`config.mk`:
```
export PLATFORM = sky130hd
export DESIGN_NAME = event_timestamp_logger
export DESIGN_NICKNAME = d
export VERILOG_FILES = /design/src/rtl/event_timestamp_logger.sv
export SDC_FILE = /design/constraint.sdc
export NUM_CORES = 1
export LEC_CHECK = 0
export BUFFER_PORTS_ARGS = -buffer_cell sky130_fd_sc_hd__buf_2
export CELL_PAD_IN_SITES_DETAIL_PLACEMENT = 1
export CELL_PAD_IN_SITES_GLOBAL_PLACEMENT = 1
export CORE_MARGIN = 4
export CORE_UTILIZATION = 48
export DETAILED_ROUTE_END_ITERATION = 8
export PLACE_DENSITY_LB_ADDON = 0.1
export SKIP_CTS_REPAIR_TIMING = 1
export SYNTH_ARGS = -nofsm -noshare
export SYNTH_HDL_FRONTEND = slang
export SYNTH_SLANG_ARGS = --single-unit
```
`constraint.sdc`:
```
create_clock -name clk -period 4 [get_ports clk]
set_input_delay 0.2 -clock clk [delete_from_list [all_inputs] [get_ports clk]]
set_output_delay 0.2 -clock clk [all_outputs]
set_load 0.02 [all_outputs]
```
`src/rtl/event_timestamp_logger.sv`:
```
// Timestamps rising edges of c = a & b against a free-running counter and queues them in a show-ahead FIFO.
// Define FALL_EDGE_LOG_EN to also log falling edges of c (rd_tag = 1).
module event_timestamp_logger #(
  parameter int TS_W  = 32,
  parameter int DEPTH = 8,
  localparam int CNT_W = $clog2(DEPTH + 1)
) (
  input  logic             clk,
  input  logic             rst,
  input  logic             a,
  input  logic             b,
  output logic             c,
  output logic [TS_W-1:0]  ts_now,
  output logic             rd_valid,
  input  logic             rd_ready,
  output logic [TS_W-1:0]  rd_data,
  output logic             rd_tag,
  output logic [CNT_W-1:0] count,
  output logic             overflow,
  input  logic             ovf_clr
);

  localparam int PTR_W = $clog2(DEPTH);

  logic [TS_W:0]      mem [DEPTH];
  logic [PTR_W-1:0]   wr_ptr;
  logic [PTR_W-1:0]   rd_ptr;
  logic               n;
  logic               ev;
  logic               ev_tag;
  logic               full;
  logic               pop;
  logic               accept;
  logic               drop;

  assign n = a & b;

`ifdef FALL_EDGE_LOG_EN
  assign ev     = n ^ c;
  assign ev_tag = c;
`else
  assign ev     = n & ~c;
  assign ev_tag = 1'b0;
`endif

  // A pop in the same cycle frees the slot, so a full FIFO still accepts the push.
  assign full     = (count == CNT_W'(DEPTH));
  assign rd_valid = (count != '0);
  assign pop      = rd_valid & rd_ready;
  assign accept   = ev & (~full | pop);
  assign drop     = ev & full & ~pop;
  assign rd_data  = mem[rd_ptr][TS_W-1:0];
  assign rd_tag   = mem[rd_ptr][TS_W];

  always_ff @(posedge clk or posedge rst) begin
    if (rst) begin
      ts_now <= '0;
      c      <= 1'b0;
    end else begin
      ts_now <= ts_now + TS_W'(1);
      c      <= n;
    end
  end

  always_ff @(posedge clk or posedge rst) begin
    if (rst) begin
      wr_ptr <= '0;
      rd_ptr <= '0;
      count  <= '0;
    end else begin
      if (accept) wr_ptr <= wr_ptr + PTR_W'(1);
      if (pop)    rd_ptr <= rd_ptr + PTR_W'(1);
      unique case ({accept, pop})
        2'b10:   count <= count + CNT_W'(1);
        2'b01:   count <= count - CNT_W'(1);
        default: count <= count;
      endcase
    end
  end

  always_ff @(posedge clk) begin
    if (accept) mem[wr_ptr] <= {ev_tag, ts_now};
  end

  // A drop in the same cycle as a clear request keeps the flag set.
  always_ff @(posedge clk or posedge rst) begin
    if (rst) begin
      overflow <= 1'b0;
    end else if (drop) begin
      overflow <= 1'b1;
    end else if (ovf_clr) begin
      overflow <= 1'b0;
    end
  end

endmodule

```
==> results.yml <==
outcome:
  run_status: "complete, no violations"
synth:
  synth.area.top_cells: "edfxtp_1 66%, mux4_2 12%, dfrtp_1 9.4%"
  ys_ff_latch: 300
  ys_types: 38
  synth.top_cell.area_share: 0.658
  avgSynthCellArea_um2: 20.9
  synthesis.area_um2: 11700
  yosys_warnings: 0
  netlist_instances: 558
  yosysTopAreaCell: "edfxtp_1"
  ys_seq_area_frac: 0.752
  syn_nets: 568
pwr:
  p_int_w: 0.00621
  ir_drop_uv: 433
  powerDensity_nw_per_um2: 636
  power.share.clock: 0.316
  swShare: 0.280
  p_leak_nw: 4.43
  p_switching_w: 0.00242
  seq_power_share: 0.450
  combPwrFrac: 0.234
grt:
  grt.overflow.total: 0
  grtUsageMet3: 0.0221
  grt_use_total: 0.178
  grt-busiest-layer: "met2"
  grt_max_degree: 45
  grt_use_met1: 0.249
  antenna_found_initial: 0
  grt_pass1_wl_mm: 36.6
  met2_usage: 0.304
  grt_pass1_vias: 6169
layout:
  multiInputGateArea_um2: 2830
  area_delta_synth_final_pct: 16.1
  antennaDiodeCount: 0
  seqCellArea_um2: 8790
  fill_cells: 2137
  final_cell_mix: "256 x edfxtp_1, 76 x buf_2, 64 x mux4_2"
  finalInstanceArea_um2: 13600
  final_nets: 674
  drive_above_1_share: 0.365
  postLayoutCoreUtil: 0.573
  final_common_cell: "edfxtp_1"
placed_design:
  port_buffers: 76
  post-place-ws_ps: 1100
  place_area_um2: 12600
  hpwl_mm: 14.3
  gp_congestion: 0.712
worst_setup_path:
  cp-start-kind: "register"
  r2r-start: "c"
  reg2reg_to: "mem[6][18]"
  rr_worst_depth: 4
  cp.required_ps: 4150
  arrival_ps: 3020
  path_class: "register to register"
  end_kind: "register"
  critPathMaxFanout: 32
  reg2reg_slack_ps: 1130
hold_path:
  hp-class: "input port to register"
  min_from: "rd_ready"
  min_to: "rd_ptr[0]"
  whs_path_depth: 3
drt:
  drc: 0
  wl_per_cell_um: 23.0
  vias: 5597
  ant_nets: 0
  wl_mm: 23.1
  dr.pass1.iters: 4
  first_iter_violations: 418
  vias_per_cell: 5.56
floorplan:
  initial_core_util: 0.494
  io_pins: 78
  die_w_um: 164
  die_h_um: 164
  row_count: 56
  dieArea_um2: 26900
  core_area_um2: 23700
timing:
  relSlewSlack: 0.271
  layout_min_cycle_time_ps: 2870
  finalSetupTns_ps: 0
  setup_viol: 0
  max_freq_mhz: 349
  period_share: 0.717
  rsz0062_at_grt: "no"
  finalHoldViolations: 0
  report.final.slew_viol_count: 0
  tightest_slew_ps: 1090
  setup_ws_ps: 1130
  fin_skew_ps: 9.65
job:
  cap_violations: 0
cts:
  clockBufferDepth: 3
  cts_root_buffer: "clkbuf_16"
  cts_made_buffers: 31
  h-tree-depth: 1
  clk_pin_slew_ps: 60
  clk_latency_ps: 540
  cts_tree: "done"
  cts.sinks: 300
## critical path, cell delays in order, from the launching register on
cell	delay, ps
dfrtp_1	370
nand3b_1	340
a21oi_1	500
nand2_1	340
nor2_4	920
## synthesized netlist by cell type
cell type  number
a21oi_1         3
a311oi_1        1
a32oi_1         1
and2_0          1
and2_1          2
and3_1          5
and3_2          1
and4_1          1
buf_2           3
buf_4           7
clkbuf_1       11
conb_1          1
dfrtp_1        44
edfxtp_1      256
ha_1            4
inv_1           5
mux2_2         34
mux4_2         64
nand2_1        16
nand2b_1        4
nand3_1        12
nand3b_1        1
nand4_1        12
nand4_2         1
nand4_4         1
nand4b_1        2
nor2_1         11
nor2b_1         1
nor2b_2         1
nor3_1          7
nor4_1          1
nor4_4          2
o21ai_1         1
o22ai_1         1
o41ai_4         1
or2_2           1
xnor2_1        32
xor2_1          6
## how the worst max path moves through the flow
stage	startpoint	endpoint
finish	c	mem[6][18]
CTS	rd_ptr[1]	rd_data[3]
detailed placement	c	mem[6][16]
global placement	c	mem[7][14]
global route	c	mem[6][13]
floorplan	count[1]	mem[4][0]
## power groups by stage
stage | sequential, W | combinational (W) | clock [W]
2_1_floorplan | 0.00376 | 0.00164 | 0
3_3_place_gp | 0.00394 | 0.00203 | 0
3_5_place_dp | 0.00396 | 0.00206 | 0
4_1_cts | 0.00390 | 0.00207 | 0.00279
5_1_grt | 0.00392 | 0.00219 | 0.00296
6_report | 0.00389 | 0.00202 | 0.00273
## sequential cells by signal (all words and copies together), names as in the netlist
signal and flops:
c 1, mem 256, rd_ptr 3, ts_now 32, wr_ptr 3, count 4, overflow 1
## stage by stage
step           power (W)  cells  hold slack [ps]
3_3_place_gp     0.00597    946              413
4_1_cts          0.00876   1003             -133
2_1_floorplan    0.00540    558              309
5_1_grt          0.00907   1007             20.2
6_report         0.00863   1007             22.3
3_5_place_dp     0.00602    946              439
## cells by family (layout without fill, tap and decap cells)
family | after synthesis | in the layout | synth area share
AO/OA/AOI/OAI | 8 | 8 | 0.00610
adder cells (fa/ha/maj) | 4 | 4 | 0.00428
multiplexers | 98 | 98 | 0.156
buffers and inverters | 26 | 156 | 0.0109
flip-flops | 300 | 300 | 0.752
AND/OR/NAND/NOR | 83 | 83 | 0.0421
other | 1 | 1 | 0.000321
XOR/XNOR | 38 | 38 | 0.0285
## routing by layer
layer,share of wire,up-vias
met2,0.51,99
met1,0.44,2995
met4,0.019,0
met3,0.031,33
met5,0,-
li1,-,2470
## final cells by class
class                      count  share of cell area
inverter                       5             0.00138
sequential                   300               0.648
clock buffer                  37              0.0596
multi-input combinational    232               0.209
timing repair buffer          94              0.0406
tap                          319              0.0294
clock inverter                20              0.0124
Power figures use the tool's default switching activity.
